**src/rtl/e_bus_sequencer_if.sv**
```systemverilog
// Handshake and peripheral bus between a requester, the E-bus sequencer and a 6800-style CIA.
// The sequencer connects through the slave modport; the requester/E source uses master.
interface e_bus_sequencer_if #(
    parameter int unsigned DW = 8
);
    logic          e;
    logic          req;
    logic          rd;
    logic [DW-1:0] cia_dout;
    logic          eclk;
    logic          e_lock;
    logic          vma;
    logic          cia_strobe;
    logic          ack;
    logic [DW-1:0] rdata;

    modport master (
        output e, req, rd, cia_dout,
        input  eclk, e_lock, vma, cia_strobe, ack, rdata
    );

    modport slave (
        input  e, req, rd, cia_dout,
        output eclk, e_lock, vma, cia_strobe, ack, rdata
    );
endinterface

```
**src/rtl/e_bus_sequencer.sv**
```systemverilog
// Tracks E phase from the one-cycle e pulse, rebuilds the E level and sequences
// synchronous peripheral cycles aligned to full E periods.
module e_bus_sequencer #(
    parameter int unsigned DW = 8
) (
    input  logic               clk,
    input  logic               reset,
    e_bus_sequencer_if.slave   bus
);

    typedef enum logic [2:0] {
        StIdle,
        StSync,
        StAccess,
        StDone,
        StRelease
    } state_t;

    logic [3:0]    r_phase;
    logic          r_e_lock;
    state_t        r_state;
    state_t        w_state_d;
    logic [DW-1:0] r_rdata;
    logic          w_phase_last;
    logic          w_strobe;

    assign w_phase_last = (r_phase == 4'd9);

    // A pulse always resyncs the counter; lock only survives if it lands on phase 9.
    always_ff @(posedge clk or posedge reset) begin
        if (reset) begin
            r_phase  <= 4'd0;
            r_e_lock <= 1'b0;
        end else begin
            if (bus.e || w_phase_last) begin
                r_phase <= 4'd0;
            end else begin
                r_phase <= r_phase + 4'd1;
            end

            if (bus.e) begin
                r_e_lock <= w_phase_last;
            end else if (w_phase_last) begin
                r_e_lock <= 1'b0;
            end
        end
    end

    always_ff @(posedge clk or posedge reset) begin
        if (reset) begin
            r_state <= StIdle;
        end else begin
            r_state <= w_state_d;
        end
    end

    always_comb begin
        w_state_d = r_state;
        w_strobe  = 1'b0;
        unique case (r_state)
            StIdle: begin
                if (bus.req) begin
                    w_state_d = StSync;
                end
            end
            StSync: begin
                if (!bus.req) begin
                    w_state_d = StIdle;
                end else if (bus.e && r_e_lock) begin
                    w_state_d = StAccess;
                end
            end
            StAccess: begin
                // Requester deassertion is ignored here; only loss of lock aborts.
                if (bus.e && r_e_lock) begin
                    w_strobe  = 1'b1;
                    w_state_d = StDone;
                end else if (!r_e_lock) begin
                    w_state_d = StSync;
                end
            end
            StDone: begin
                w_state_d = StRelease;
            end
            StRelease: begin
                if (!bus.req) begin
                    w_state_d = StIdle;
                end
            end
            default: begin
                w_state_d = StIdle;
            end
        endcase
    end

    always_ff @(posedge clk or posedge reset) begin
        if (reset) begin
            r_rdata <= '0;
        end else if (w_strobe && bus.rd) begin
            r_rdata <= bus.cia_dout;
        end
    end

    assign bus.e_lock     = r_e_lock;
    assign bus.eclk       = r_e_lock && (r_phase >= 4'd6);
    assign bus.vma        = (r_state == StAccess);
    assign bus.cia_strobe = w_strobe;
    assign bus.ack        = (r_state == StDone);
    assign bus.rdata      = r_rdata;

endmodule

```
**src/flat_wrapper.sv**
```systemverilog
// flat-port wrapper written by rule: the top's interface ports become plain ports
module e_bus_sequencer_flat 
#(
    parameter int unsigned DW = 8
)
  (clk, reset, bus_e, bus_req, bus_rd, bus_cia_dout, bus_eclk, bus_e_lock, bus_vma, bus_cia_strobe, bus_ack, bus_rdata);
  e_bus_sequencer_if #(.DW(DW)) bus_i ();
  input  logic clk;
  input  logic reset;
  input wire logic [$bits(bus_i.e)-1:0] bus_e;
  input wire logic [$bits(bus_i.req)-1:0] bus_req;
  input wire logic [$bits(bus_i.rd)-1:0] bus_rd;
  input wire logic [$bits(bus_i.cia_dout)-1:0] bus_cia_dout;
  output wire logic [$bits(bus_i.eclk)-1:0] bus_eclk;
  output wire logic [$bits(bus_i.e_lock)-1:0] bus_e_lock;
  output wire logic [$bits(bus_i.vma)-1:0] bus_vma;
  output wire logic [$bits(bus_i.cia_strobe)-1:0] bus_cia_strobe;
  output wire logic [$bits(bus_i.ack)-1:0] bus_ack;
  output wire logic [$bits(bus_i.rdata)-1:0] bus_rdata;
  assign bus_i.e = bus_e;
  assign bus_i.req = bus_req;
  assign bus_i.rd = bus_rd;
  assign bus_i.cia_dout = bus_cia_dout;
  assign bus_eclk = bus_i.eclk;
  assign bus_e_lock = bus_i.e_lock;
  assign bus_vma = bus_i.vma;
  assign bus_cia_strobe = bus_i.cia_strobe;
  assign bus_ack = bus_i.ack;
  assign bus_rdata = bus_i.rdata;
  e_bus_sequencer #(.DW(DW)) u_core (.clk(clk), .reset(reset), .bus(bus_i));
endmodule
```
**config.mk**
```make
export PLATFORM = sky130hd
export DESIGN_NAME = e_bus_sequencer_flat
export DESIGN_NICKNAME = d
export VERILOG_FILES = /design/src/rtl/e_bus_sequencer_if.sv /design/src/rtl/e_bus_sequencer.sv /design/src/flat_wrapper.sv
export SDC_FILE = /design/constraint.sdc
export NUM_CORES = 1
export LEC_CHECK = 0
export ABC_AREA = 1
export CAP_MARGIN = 20
export CORE_MARGIN = 10
export CORE_UTILIZATION = 47
export CTS_BUF_LIST = sky130_fd_sc_hd__clkbuf_4 sky130_fd_sc_hd__clkbuf_8 sky130_fd_sc_hd__clkbuf_16
export DETAILED_ROUTE_END_ITERATION = 8
export GPL_TIMING_DRIVEN = 0
export PLACE_DENSITY_LB_ADDON = 0.2
export SKIP_CTS_REPAIR_TIMING = 1
export SYNTH_ARGS = -nofsm -noshare
export SYNTH_HDL_FRONTEND = slang
export SYNTH_SLANG_ARGS = --single-unit
```
**constraint.sdc**
```tcl
create_clock -name clk -period 2.75 [get_ports clk]
set_clock_uncertainty 0.05 [all_clocks]
set_input_delay 0.55 -clock clk [delete_from_list [all_inputs] [get_ports clk]]
set_output_delay 0.55 -clock clk [all_outputs]
set_load 0.02 [all_outputs]
```
* After elaboration in Yosys (flattened, before gate mapping)
Index checks and enable logic that the tools add are counted. W data, S select, Z words.
Operators by class: equality and inequality tests 9, reductions and logical operators 7, $add $sub $neg 1, multiplexer cells 12, order comparisons 1
Operators by type and width (number):
- $mux W3 | 6
- $pmux W3 S5 | 1
- $eq A3 B2 Y1 const B | 2
- $add A4 B1 Y4 const B | 1
- $eq A4 B4 Y1 const B | 1
- $ge A4 B3 Y1 const B | 1
- $mux W1 | 4
- $mux W4 | 1
- $ne A2 B2 Y1 const B | 2
- $reduce_and A4 Y1 | 1
- $eq A3 B1 Y1 const B | 1
- $eq A3 B3 Y1 const B | 1
- $logic_and A1 B1 Y1 | 3
- $logic_not A3 Y1 | 1
- $ne A3 B2 Y1 const B | 1
- $ne A3 B3 Y1 const B | 1
- $reduce_bool A2 Y1 | 1
- $logic_or A1 B1 Y1 | 1
Word-level totals: input port bits 13, bits in registers 16, output and inout port bits 13, logic and storage cells 34

* Logic depth before layout (Yosys ltp)
word-level depth 4, mapped depth 7, depth with buffers taken out 7

* Worst setup path before layout
OpenSTA, ideal clock, no wires.
path kind register to output, from register u_core.r_phase[0], to output bus_eclk, stages on the path, launching flop included 5, path slack 995 ps, arrival time 1155 ps, buffers on the path 0, required time 2150 ps, cell sequence dfrtp_1 > inv_1 > ha_1 > o21ai_0 > a21boi_0
On the way: word-level cells in the longest chain between the ends 2
RTL lines:
- start: declaration | line e_bus_sequencer.sv:19 | logic [3:0] r_phase;
- start signal: assignment | line e_bus_sequencer.sv:38 | r_phase <= r_phase + 4'd1;
- $ge A4 B3 Y1 | line e_bus_sequencer.sv:105 | assign bus.eclk = r_e_lock && (r_phase >= 4'd6);
- $logic_and A1 B1 Y1 | line e_bus_sequencer.sv:105
- end: declaration | line flat_wrapper.sv:14 | output wire logic [$bits(bus_i.eclk)-1:0] bus_eclk;
No other way between the ends.

* Final worst setup path
from input bus_e, to output bus_cia_strobe
On the way: word-level cells in the longest chain between the ends 3
RTL lines:
- start: declaration | line flat_wrapper.sv:10 | input wire logic [$bits(bus_i.e)-1:0] bus_e;
- $logic_and A1 B1 Y1 | line e_bus_sequencer.sv:75 | if (bus.e && r_e_lock) begin
- $mux W1 | line e_bus_sequencer.sv:75
- $mux W1 | line e_bus_sequencer.sv:60 | unique case (r_state)
- end: declaration | line flat_wrapper.sv:17 | output wire logic [$bits(bus_i.cia_strobe)-1:0] bus_cia_strobe;
No other way between the ends.

==> flow_summary.json <==
{
  "outcome": "finished, final reports clean",
  "post_drt_via_cell_ratio": 5.161,
  "synthTopCellsByArea": "dfrtp_1 51%, nand2_1 12%, nand3_1 10%",
  "path_class": "in2out",
  "cts_sinks": 16,
  "final_antenna_net_count": 0,
  "yosysTopAreaCell": "dfrtp_1",
  "synthMuxAreaShare": 0,
  "rsz0062_at_grt": "no",
  "final.min_clock_period_ps": 2645,
  "syn_inst": 94,
  "slew_violations": 0,
  "numPortBuffers": 24,
  "end_kind": "output pin",
  "dr.pass1.iters": 4,
  "yosysMostFrequentCell": "nand2_1",
  "dpl.hpwl_um": 1463,
  "placed_cells": 134,
  "synth_top_family_by_area": "simple AND/OR/NAND/NOR gates",
  "finalWorstSetupSlack_ps": 105.1,
  "fin_util": 0.6940,
  "clock_path_buffers": 2,
  "seq_area_frac_synth": 0.5087,
  "die_y_um": 60.92,
  "synthSimpleGateAreaFrac": 0.3164,
  "io_pins": 26,
  "drt_iter0_drc": 8,
  "clkTransAtPathRegs_ps": 90,
  "remaining_drc_errors": 0,
  "slew_headroom": 0.5998,
  "cts_buffers": 3,
  "hold_viol": 0,
  "drive_gt1_frac": 0.07438,
  "synth_xor_area_frac": 0.02226,
  "ys_async_sr_fraction": 1.000,
  "ir_drop_uv": 331.6,
  "worstPathRequired_ps": 2150,
  "grt_pass1_wl_um": 3132,
  "p_per_area_nw_per_um2": 522.6,
  "setup_violations": 0,
  "finalCritPeriodShare": 0.9618,
  "startpoint_type": "primary input",
  "hold_path.class": "reg2reg",
  "synth_compound_area_frac": 0.03498,
  "layout.cells.non_filler": 137,
  "overflow": 0,
  "wire_per_inst_um": 13.27,
  "syn_area_um2": 787.0,
  "vias": 707,
  "grt_max_degree": 17,
  "tightest_slew_ps": 599.7,
  "cp_max_fo": 10,
  "yosys.area.top_type_share": 0.5087,
  "gp_congestion": 0.7288,
  "synth_fp_nets": 110,
  "areaGrowthSynthToFinish_pct": 35.93,
  "grtUsageTotal": 0.1086,
  "start_util": 0.5106,
  "maxCapViolCount": 0,
  "yosysUniqueCellTypes": 19,
  "synth_edf_count": 0,
  "synth_ff_type": "dfrtp_1",
  "antenna_found_initial": 0,
  "clk_latency_ps": 290,
  "row_count": 14,
  "wirelength_um": 1818,
  "finish.net_count": 139,
  "ys_seq_elements": 16,
  "syn_avg_cell_area_um2": 8.372,
  "grt_pass1_vias": 765,
  "tns_ps": 0,
  "p_leak_nw": 0.5403,
  "core_area_um2": 1541,
  "synth_adder_area_share": 0.04769,
  "place_ws_ps": 110.9,
  "critical_path_arrival_ps": 2040,
  "yosys_warnings": 0,
  "dieWidth_um": 60.92,
  "cts_tree": "done",
  "cts_root_buf": "clkbuf_4",
  "fmax_ghz": 0.3781,
  "antennaDiodeCount": 0,
  "synth_commonest_cells": "26 x nand2_1, 16 x dfrtp_1, 16 x nand3_1",
  "htreeDepth": 1,
  "die_area_um2": 3711
}
## final cells by class
class,count,area [um2]
Inverter,12,47.55
Fill cell,145,471.7
Sequential cell,16,400.4
Clock buffer,3,22.52
Tap cell,16,20.02
Buffer,1,7.507
Timing Repair Buffer,24,240.2
Multi-Input combinational cell,65,331.6
## critical path, stage by stage
cell,delay [ps]
clkdlybuf4s50_1,480
nand2_1,100
clkinv_1,70
nand3_2,90
inv_4,130
clkdlybuf4s50_1,630
## routing by layer
metal / track usage / vias up / wire, um
met1: 0.1108 / 332 / 730
met4: 0.03762 / 0 / 23
met2: 0.1921 / 18 / 918
li1: - / 355 / -
met3: 0.04802 / 2 / 146
met5: 0 / - / 0
## report_power, final
group / switching [mW] / internal [mW] / total, mW
sequential: 0.0262 / 0.256 / 0.282
combinational: 0.0879 / 0.0627 / 0.151
clock: 0.0751 / 0.0511 / 0.126
## through the flow
step                cell area, um2  total power, mW  hold slack [ps]
finish                        1070           0.5591            423.2
global placement              1047           0.4297            403.7
global route                  1070           0.5991            450.6
floorplan                    787.0           0.3834            413.7
detailed placement            1047           0.4404            408.0
CTS                           1070           0.5617            430.1
## cell usage in the layout (no fill, tap or decap), drive strengths merged
| cell type | synthesis | layout |
|---|---|---|
| nand2 | 27 | 27 |
| clkdlybuf4s50 | 0 | 24 |
| nand3 | 17 | 17 |
| dfrtp | 16 | 16 |
| inv | 11 | 11 |
| nor2 | 9 | 9 |
| o21ai | 3 | 3 |
| ha | 3 | 3 |
| clkbuf | 0 | 3 |
| clkinv | 1 | 1 |
| buf | 1 | 1 |
| a21oi | 1 | 1 |
| nor3 | 1 | 1 |
| xnor2 | 1 | 1 |
| a21boi | 1 | 1 |
| xor2 | 1 | 1 |
| nand4 | 1 | 1 |
## registers in the layout (all words and copies together), names as in the netlist
signal             flops
u_core.bus.rdata       8
u_core.r_phase         4
u_core.r_state         3
u_core.bus.e_lock      1
## final timing paths
| check | from | depth (start not counted) | to | slack (ps) |
|---|---|---|---|---|
| min in group asynchronous | reset | 2 | u_core.bus.rdata[5]$_DFFE_PP0P_ | 570 |
| min reg2reg | u_core.bus.rdata[4]$_DFFE_PP0P_ | 2 | u_core.bus.rdata[4]$_DFFE_PP0P_ | 420 |
| max | bus_e | 6 | bus_cia_strobe | 110 |
| max in group asynchronous | reset | 2 | u_core.r_phase[1]$_DFF_PP0_ | 1690 |
| min | u_core.bus.rdata[4]$_DFFE_PP0P_ | 2 | u_core.bus.rdata[4]$_DFFE_PP0P_ | 420 |
| max reg2reg | u_core.r_state[2]$_DFFE_PP0P_ | 6 | u_core.bus.rdata[0]$_DFFE_PP0P_ | 1510 |
## cells by family (layout without fill, tap and decap cells)
kind of cell             after synthesis  after routing
AO/OA/AOI/OAI                          5              5
XOR/XNOR                               2              2
adder cells (fa/ha/maj)                3              3
buffers and inverters                 13             40
flip-flops                            16             16
AND/OR/NAND/NOR                       55             55
Note: power is estimated with default switching activity, not from simulation.
